`src/rtl/uart_pkg.sv`:
```
// Shared UART definitions: receiver states, frame width, bit-period helper.
// Used by uart_rx_reader and uart_tx_writer.
package uart_pkg;

    localparam int DATA_BITS = 8;

    typedef enum logic [2:0] {
        IDLE,
        START,
        DATA,
        PARITY,
        STOP,
        WAIT_IDLE
    } uart_rx_state_t;

    function automatic int clks_per_bit(
        input int clk_freq,
        input int boadrate
    );
        return clk_freq / boadrate;
    endfunction

endpackage

```
`src/rtl/uart_bit_sync.sv`:
```
// Two-flop synchroniser for an asynchronous pin input.
// RST_VAL selects the level the chain holds in reset (idle level of the pin).
module uart_bit_sync #(
    parameter logic RST_VAL = 1'b1
) (
    input  logic clk,
    input  logic rst,
    input  logic d_i,
    output logic q_o
);

    logic [1:0] sync_q;

    always_ff @(posedge clk) begin
        if (rst) begin
            sync_q <= {2{RST_VAL}};
        end else begin
            sync_q <= {sync_q[0], d_i};
        end
    end

    assign q_o = sync_q[1];

endmodule

```
`src/rtl/uart_rx_reader.sv`:
```
// UART receiver, 8N1 LSB first; define UART_RX_PARITY_EN for 8E1 framing.
// Samples each bit at its midpoint after a two-flop synchroniser.
module uart_rx_reader
    import uart_pkg::*;
#(
    parameter int clk_freq = 50_000_000,
    parameter int boadrate = 115200
) (
    input  logic       clk,
    input  logic       rst,
    input  logic       rx,
    output logic [7:0] data,
    output logic       valid,
    output logic       busy,
    output logic       frame_err,
    output logic       parity_err
);

    localparam int CLKS_PER_BIT = clks_per_bit(clk_freq, boadrate);
    localparam int HALF_BIT     = CLKS_PER_BIT / 2;
    localparam int CW           = $clog2(CLKS_PER_BIT);

    localparam logic [CW-1:0] BIT_LAST  = CW'(CLKS_PER_BIT - 1);
    localparam logic [CW-1:0] HALF_LAST = CW'(HALF_BIT - 1);
    localparam logic [2:0]    IDX_LAST  = 3'(DATA_BITS - 1);

    logic rx_s;

    uart_rx_state_t state_q, state_d;
    logic [CW-1:0]  cnt_q, cnt_d;
    logic [2:0]     idx_q, idx_d;
    logic [7:0]     shift_q, shift_d;
    logic [7:0]     data_q, data_d;
    logic           valid_q, valid_d;
    logic           ferr_q, ferr_d;
    logic           bit_end, half_end;
`ifdef UART_RX_PARITY_EN
    logic           perr_q, perr_d;
    logic           par_bad_q, par_bad_d;
`endif

    uart_bit_sync #(
        .RST_VAL(1'b1)
    ) u_sync (
        .clk(clk),
        .rst(rst),
        .d_i(rx),
        .q_o(rx_s)
    );

    assign bit_end  = (cnt_q == BIT_LAST);
    assign half_end = (cnt_q == HALF_LAST);

    always_ff @(posedge clk) begin
        if (rst) begin
            state_q   <= IDLE;
            cnt_q     <= '0;
            idx_q     <= '0;
            shift_q   <= '0;
            data_q    <= '0;
            valid_q   <= 1'b0;
            ferr_q    <= 1'b0;
`ifdef UART_RX_PARITY_EN
            perr_q    <= 1'b0;
            par_bad_q <= 1'b0;
`endif
        end else begin
            state_q   <= state_d;
            cnt_q     <= cnt_d;
            idx_q     <= idx_d;
            shift_q   <= shift_d;
            data_q    <= data_d;
            valid_q   <= valid_d;
            ferr_q    <= ferr_d;
`ifdef UART_RX_PARITY_EN
            perr_q    <= perr_d;
            par_bad_q <= par_bad_d;
`endif
        end
    end

    always_comb begin
        state_d   = state_q;
        cnt_d     = cnt_q;
        idx_d     = idx_q;
        shift_d   = shift_q;
        data_d    = data_q;
        valid_d   = 1'b0;
        ferr_d    = 1'b0;
`ifdef UART_RX_PARITY_EN
        perr_d    = 1'b0;
        par_bad_d = par_bad_q;
`endif
        unique case (state_q)
            IDLE: begin
                if (!rx_s) begin
                    state_d   = START;
                    cnt_d     = '0;
`ifdef UART_RX_PARITY_EN
                    par_bad_d = 1'b0;
`endif
                end
            end
            START: begin
                if (half_end) begin
                    cnt_d   = '0;
                    idx_d   = '0;
                    // A high midpoint means the edge was a glitch.
                    state_d = rx_s ? IDLE : DATA;
                end else begin
                    cnt_d = cnt_q + CW'(1);
                end
            end
            DATA: begin
                if (bit_end) begin
                    cnt_d   = '0;
                    shift_d = {rx_s, shift_q[7:1]};
                    idx_d   = idx_q + 3'd1;
                    if (idx_q == IDX_LAST) begin
`ifdef UART_RX_PARITY_EN
                        state_d = PARITY;
`else
                        state_d = STOP;
`endif
                    end
                end else begin
                    cnt_d = cnt_q + CW'(1);
                end
            end
`ifdef UART_RX_PARITY_EN
            PARITY: begin
                if (bit_end) begin
                    cnt_d     = '0;
                    par_bad_d = (rx_s != ^shift_q);
                    state_d   = STOP;
                end else begin
                    cnt_d = cnt_q + CW'(1);
                end
            end
`endif
            STOP: begin
                if (bit_end) begin
                    cnt_d = '0;
                    if (!rx_s) begin
                        ferr_d  = 1'b1;
                        state_d = WAIT_IDLE;
`ifdef UART_RX_PARITY_EN
                    end else if (par_bad_q) begin
                        perr_d  = 1'b1;
                        state_d = IDLE;
`endif
                    end else begin
                        data_d  = shift_q;
                        valid_d = 1'b1;
                        state_d = IDLE;
                    end
                end else begin
                    cnt_d = cnt_q + CW'(1);
                end
            end
            WAIT_IDLE: begin
                // A held-low break produces one error, not a stream of frames.
                if (rx_s) begin
                    state_d = IDLE;
                end
            end
            default: begin
                state_d = IDLE;
            end
        endcase
    end

    assign data      = data_q;
    assign valid     = valid_q;
    assign frame_err = ferr_q;
`ifdef UART_RX_PARITY_EN
    assign parity_err = perr_q;
    assign busy       = (state_q != IDLE) | valid_q | perr_q;
`else
    assign parity_err = 1'b0;
    assign busy       = (state_q != IDLE) | valid_q;
`endif

endmodule
```
`config.mk`:
```
export PLATFORM = sky130hd
export DESIGN_NAME = uart_rx_reader
export DESIGN_NICKNAME = d
export VERILOG_FILES = /design/src/rtl/uart_pkg.sv /design/src/rtl/uart_bit_sync.sv /design/src/rtl/uart_rx_reader.sv
export SDC_FILE = /design/constraint.sdc
export NUM_CORES = 1
export LEC_CHECK = 0
export CAP_MARGIN = 20
export CORE_MARGIN = 2
export CORE_UTILIZATION = 45
export CTS_CLUSTER_SIZE = 10
export DETAILED_ROUTE_END_ITERATION = 7
export GPL_ROUTABILITY_DRIVEN = 0
export PLACE_DENSITY = 0.64
export SLEW_MARGIN = 20
export SYNTH_ARGS = -nofsm -noshare
export SYNTH_HDL_FRONTEND = slang
export SYNTH_SLANG_ARGS = --single-unit
```
`constraint.sdc`:
```
create_clock -name clk -period 4.5 [get_ports clk]
set_input_delay 0.45 -clock clk [delete_from_list [all_inputs] [get_ports clk]]
set_output_delay 0.45 -clock clk [all_outputs]
set_load 0.02 [all_outputs]
```
==> impl_metrics.csv, run 1 <==
group,metric,value,unit
synth,yosysTopAreaCellShare,0.447,
timing,max_slew_margin,0.343,
cts,root_buffer,"clkbuf_4",
synth,syn_area,1570,um2
detailed_routing,drt-initial-drc-count,79,
worst_setup_path,startpoint_type,"register",
cts,cts-resized-gates,0,
worst_setup_path,reg2reg_depth,7,
synth,synthFlopType,"dfxtp_1",
cts,hold_buffers,0,
die,initial_core_util,0.470,
cts,cts_inserted_buffers,5,
cells_and_area,antenna_cells,0,
synth,synth_edf_count,0,
timing,period_needed,2.41,ns
global_routing,grt_first_pass_wirelength,5020,um
cts,clock_path_buffers,2,
synth,ys_seq_area_frac,0.447,
worst_hold_path,hold_depth,1,
worst_hold_path,holdCritStartpoint,"u_sync.sync_q[0]$_SDFF_PP1_",
global_routing,grt_max_degree,32,
worst_setup_path,critPathSlowestCell,"nor2_1",
die,die_area,3980,um2
worst_setup_path,max_stage_delay,0.77,ns
global_routing,grt_antenna_before_repair,0,
cts,h-tree-depth,2,
cts,cts.sinks,35,
timing,finalClockSkew,0.0153,ns
detailed_routing,routed_via_density,5.31,
detailed_routing,dr.pass1.iters,4,
worst_setup_path,required,4.71,ns
worst_setup_path,critPathMaxFanout,11,
worst_setup_path,critPathCaptureType,"register",
synth,yosysWarnings,0,
cells_and_area,layout_common_cells,"nor2_1, dfxtp_1, mux2i_1",
die,die_h,63.1,um
timing,final_max_slew_viol_count,0,
cells_and_area,regArea,701,um2
worst_hold_path,min_to,"u_sync.sync_q[1]$_SDFF_PP1_",
synth,ys_async_sr_fraction,0,
cells_and_area,final_layout_size_suffix_gt1_frac,0.0659,
cells_and_area,final_cells,228,
synth,syn_nets,178,
synth,yosysTopAreaCell,"dfxtp_1",
timing,tightestPinTransition,0.982,ns
place,port-buffer-count,13,
global_routing,track_usage,0.158,
worst_setup_path,r2r_end,"shift_q[0]$_SDFFE_PP0P_",
synth,synth_seq_cells,35,
global_routing,grt_overflow_total,0,
detailed_routing,antenna_left,0,
worst_hold_path,hp-class,"register to register",
pwr,power_density,378,nW/um2
die,core,3340,um2
cts,clock_latency,0.33,ns
cts,post_cts_buffers,0,
synth,synth_area_leaders,"dfxtp_1, mux2i_1, nor2_1, ha_1, nand4_1",
cells_and_area,area.growth.synth_to_final,12.6,%
detailed_routing,remaining_drc_errors,0,
pwr,power.leakage,0.000688,uW
die,num_io_pins,15,
place,hpwlAfterDp,1950,um
worst_setup_path,cp_data_arrival_time,2.62,ns
worst_setup_path,crit_family,"simple AND/OR/NAND/NOR gates",
cells_and_area,fill_cells,322,
detailed_routing,routed_wl,2840,um
timing,setup_viol,0,
die,die_w,63.1,um
synth,synth.avg_cell_area,9.23,um2
cells_and_area,multi_input_area,807,um2
timing,tns,0,ns
timing,rsz0062_at_grt,"no",
cts,cts_tree,"done",
worst_setup_path,cp_common_cell,"nor2_1",
detailed_routing,vias,1210,
detailed_routing,post_drt_wl_per_cell,12.5,um
die,row_count,21,
run_status,status,"complete, no violations",
cells_and_area,nets,189,
timing,final-hold-violation-count,0,
pwr,vdd_ir_drop_max,157,uV
timing,max_freq,415,MHz
global_routing,grt_pass1_vias,1177,
synth,synthDistinctLibCells,40,
worst_setup_path,rrSetupSlack,2.09,ns
place,numPlacedInstances,220,
worst_setup_path,crit_type,"register to register",
timing,period_share,0.536,
synth,synth_cells,170,
cells_and_area,layout_commonest_cell,"nor2_1",
worst_setup_path,critical_path_buf_inv_count,1,
cts,clk_pin_slew,0.12,ns
worst_setup_path,timing.rr.start,"cnt_q[1]$_SDFFE_PP0P_",
worst_setup_path,path_cells,"inv_1, ha_1, and4bb_1, or3b_1, nor2_1, mux2i_1, nor2_1",
flow_run,drv_cap,0,
[state kept, by name, summed over array words and instances (netlist names)]
register / flops
idx_q: 3
shift_q: 8
data: 8
state_q: 3
valid: 1
u_sync.sync_q: 2
cnt_q: 9
frame_err: 1
[stage by stage]
| step | setup slack, ns | area, um2 | utilization | total power [uW] | hold WS (ns) |
|---|---|---|---|---|---|
| final | 2.09 | 1770 | 0.529 | 668 | 0.425 |
| after detailed placement | 2.09 | 1710 | 0.514 | 512 | 0.398 |
| after global placement | 2.18 | 1710 | 0.514 | 507 | 0.395 |
| after CTS | 2.06 | 1770 | 0.529 | 676 | 0.426 |
| after global routing | 1.91 | 1770 | 0.529 | 710 | 0.462 |
| after floorplan | 2.47 | 1570 | - | 472 | 0.389 |
[how the worst max path moves through the flow]
stage                               start                       to  slack, ns  cells after the start
floorplan           cnt_q[1]$_SDFFE_PP0P_     data[0]$_SDFFE_PP0P_       2.47                      8
global placement    cnt_q[1]$_SDFFE_PP0P_  shift_q[0]$_SDFFE_PP0P_       2.18                      7
detailed placement  cnt_q[1]$_SDFFE_PP0P_  shift_q[0]$_SDFFE_PP0P_       2.09                      7
CTS                 cnt_q[1]$_SDFFE_PP0P_  shift_q[0]$_SDFFE_PP0P_       2.06                      7
global route        cnt_q[1]$_SDFFE_PP0P_  shift_q[0]$_SDFFE_PP0P_       1.91                      7
finish              cnt_q[1]$_SDFFE_PP0P_  shift_q[0]$_SDFFE_PP0P_       2.09                      7
[cells in the mapped netlist, drive strengths merged (2+ instances only)]
master  count
and3        3
xnor2       3
a22oi       3
or2         2
ha          5
nor3b       2
xor2        4
nand4       6
nor2       37
nand3b      2
nand2b      2
clkbuf      7
nand4b      2
buf         3
dfxtp      35
mux2i      18
nand2       7
inv         3
nand3       4
nor2b       2
o21ai       3
[logic make-up (layout without fill, tap and decap cells)]
family	after synthesis	in the layout	synth area share
AOI/OAI and AO/OA	18	18	0.0853
xor gates and xnor gates	7	7	0.0391
adders and majority gates	5	5	0.0399
buffers and inverters	13	25	0.0391
DFF	35	35	0.447
muxes	18	18	0.115
other	1	1	0.00239
and+or+nand+nor	73	73	0.233
[worst register-to-register path, delay by kind of cell, from the launching register on]
kind                     cells  cell delay [ns]
flip-flops                   1             0.35
multiplexers                 1             0.29
buffers and inverters        1             0.08
adder cells (fa/ha/maj)      1             0.13
AND/OR/NAND/NOR              4             1.44
[final cells by class]
class	instances	area share
multi-input cells	122	0.457
flip-flops and latches	35	0.397
repair buffers	14	0.0779
well taps	46	0.0326
clock buffers	5	0.0212
clock inverters	3	0.00850
inverters	3	0.00637
[power breakdown]
group          switching, uW  total [uW]  internal, uW
sequential              21.3         343           322
combinational           92.9         161          68.3
clock                    106         164          58.2
total                    220         668           448
[per-layer routing]
layer	vias up	wire, um	GRT usage
li1	618	-	-
met1	572	1380	0.187
met2	18	1330	0.265
met3	2	104	0.0518
met4	0	22	0.0639
met5	-	0	0
(Power assumes the default switching activity.)
==> run 2, diff against run 1 <==
==> constraint.sdc (replaced) <==
create_clock -name clk -period 2.3 [get_ports clk]
set_input_delay 0.23 -clock clk [delete_from_list [all_inputs] [get_ports clk]]
set_output_delay 0.23 -clock clk [all_outputs]
set_load 0.02 [all_outputs]
==> run 2 against run 1 <==
  * Global-route usage is 2.1 points higher
  * Largest power group unchanged
  * Clock power is 87% higher
  * Core utilization is 1.7 points higher
  * Fmax is 9.7% higher
  * Die area stayed put
  * Clock skew is 0.0065 ns lower
  * Largest cell class unchanged
  * Register-to-register slack worse by 2.0 ns
==> impl_metrics.csv, run 2 (synthesis gave the netlist of run 1 again) <==
group,metric,value,unit
global_routing,track_usage,0.179,
worst_setup_path,required,2.54,ns
cells_and_area,largest_reg_flops,9,
die,die_h,63.1,um
worst_setup_path,crit_type,"register to register",
cts,root_buffer,"clkbuf_4",
global_routing,grt_antenna_before_repair,0,
detailed_routing,antenna_left,0,
detailed_routing,routed_via_density,5.43,
timing,tns,0,ns
detailed_routing,remaining_drc_errors,0,
worst_setup_path,critPathCaptureType,"register",
pwr,p_total,1320,uW
cts,hold_buffers,0,
cells_and_area,final_util,0.546,
pwr,combPwrFrac,0.267,
pwr,power_density,725,nW/um2
global_routing,grt_pass1_vias,1228,
die,row_count,21,
cts,cts_tree,"done",
run_status,status,"complete, no violations",
place,port-buffer-count,13,
detailed_routing,routed_wl,3170,um
die,core,3340,um2
die,initial_core_util,0.470,
die,die_w,63.1,um
timing,final-hold-violation-count,0,
detailed_routing,vias,1265,
cells_and_area,layout_commonest_cell,"nor2_1",
die,num_io_pins,15,
cts,h-tree-depth,2,
global_routing,grt_max_degree,16,
pwr,vdd_ir_drop_max,402,uV
cells_and_area,nets,196,
timing,finalClockSkew,0.00874,ns
timing,max_freq,455,MHz
timing,setup_viol,0,
timing,final_max_slew_viol_count,0,
global_routing,grt_overflow_total,0,
cells_and_area,final_cell_area,1820,um2
cts,clock_latency,0.34,ns
timing,period_share,0.955,
global_routing,grt_first_pass_wirelength,5510,um
detailed_routing,post_drt_wl_per_cell,13.6,um
pwr,swShare,0.332,
timing,max_slew_margin,0.625,
cells_and_area,fill_cells,332,
timing,rsz0062_at_grt,"no",
flow_run,drv_cap,0,
die,die_area,3980,um2
worst_setup_path,cp_data_arrival_time,2.43,ns
detailed_routing,dr.pass1.iters,4,
worst_setup_path,critPathMaxFanout,9,
cells_and_area,area.growth.synth_to_final,16.2,%
place,placed_area,1760,um2
timing,period_needed,2.20,ns
worst_setup_path,startpoint_type,"register",
cells_and_area,final_layout_size_suffix_gt1_frac,0.107,
pwr,p_int,883,uW
pwr,power_frac_clock,0.232,
pwr,power.leakage,0.000711,uW
worst_hold_path,hp-class,"register to register",
cells_and_area,regMostFlops,"cnt_q",
cells_and_area,layout_common_cells,"nor2_1, dfxtp_1, mux2i_1",
cts,clock_path_buffers,2,
place,hpwlAfterDp,2290,um
detailed_routing,drt-initial-drc-count,87,
pwr,p_switching,438,uW
cells_and_area,antenna_cells,0,
timing,tightestPinTransition,0.562,ns
cts,cts_inserted_buffers,5,
pwr,p_seq_frac,0.502,
cts,clk_pin_slew,0.11,ns
cts,cts.sinks,35,
[run 2: cell types whose count changed in the layout (fill, tap and decap cells not counted), sizes merged]
cell / delta
buf: +7
clkinv: -3
clkinvlp: +1
[run 2: per-layer routing]
layer / share of wire / routed length, um / track usage / vias up
met5: 0 / 0 / 0 / -
met4: 0.036 / 114 / 0.117 / 0
met3: 0.045 / 142 / 0.0554 / 11
met2: 0.45 / 1420 / 0.263 / 33
met1: 0.47 / 1490 / 0.225 / 593
li1: - / - / - / 628
[run 2: path summary, 6_finish.rpt]
check                              start                     endpoint  slack, ns  cells after the start
max                cnt_q[1]$_SDFFE_PP0P_         data[7]$_SDFFE_PP0P_       0.10                      8
min          u_sync.sync_q[0]$_SDFF_PP1_  u_sync.sync_q[1]$_SDFF_PP1_       0.41                      1
max reg2reg        cnt_q[1]$_SDFFE_PP0P_         data[7]$_SDFFE_PP0P_       0.10                      8
min reg2reg  u_sync.sync_q[0]$_SDFF_PP1_  u_sync.sync_q[1]$_SDFF_PP1_       0.41                      1
[run 2: layout make-up]
type                            count  area, um2  area share
Clock buffer                        5       37.5      0.0206
Tap cell                           46       57.6      0.0316
Clock inverter                      1       7.51     0.00412
Multi-Input combinational cell    122        813       0.446
Timing Repair Buffer               21        194       0.106
Sequential cell                    35        702       0.385
Inverter                            3       11.3     0.00618
[run 2: stage by stage]
| stage | hold slack [ns] | setup WS (ns) | instances |
|---|---|---|---|
| 6_report | 0.414 | 0.103 | 233 |
| 5_1_grt | 0.423 | 0.0105 | 233 |
| 4_1_cts | 0.420 | 0.0571 | 232 |
| 3_5_place_dp | 0.396 | 0.0883 | 226 |
| 3_3_place_gp | 0.393 | 0.180 | 226 |
| 2_1_floorplan | 0.334 | 0.274 | 170 |
[run 2: power by group through the flow]
stage          Sequential (uW)  Clock, uW  Combinational, uW
2_1_floorplan              658          0                265
3_3_place_gp               672          0                334
3_5_place_dp               676          0                351
4_1_cts                    662        324                352
5_1_grt                    668        345                390
6_report                   663        306                353
[run 2: timing repair]
action,CTS,global route
resized for setup,0,4
setup buffers,0,1
setup endpoints to repair,0,8
[run 2: critical path, cell delays in order (launching register included)]
cell,delay (ns)
dfxtp_2,0.35
inv_1,0.08
ha_1,0.14
and4bb_1,0.23
or3b_4,0.40
or4_1,0.50
buf_6,0.17
mux2i_2,0.18
nor2_1,0.05
==> run 3, diff against run 2 <==
==> constraint.sdc (replaced) <==
create_clock -name clk -period 2.3 [get_ports clk]
set_input_delay 0.23 -clock clk [delete_from_list [all_inputs] [get_ports clk]]
set_output_delay 0.23 -clock clk [all_outputs]
set_load 0.05 [all_outputs]
==> results of run 3 <==
Same layout as run 2 (identical final DEF). Status: complete, no violations.
Main changes from that run: total power 1320 uW -> 1340 uW; worst IR drop on VDD 402 uV -> 405 uV
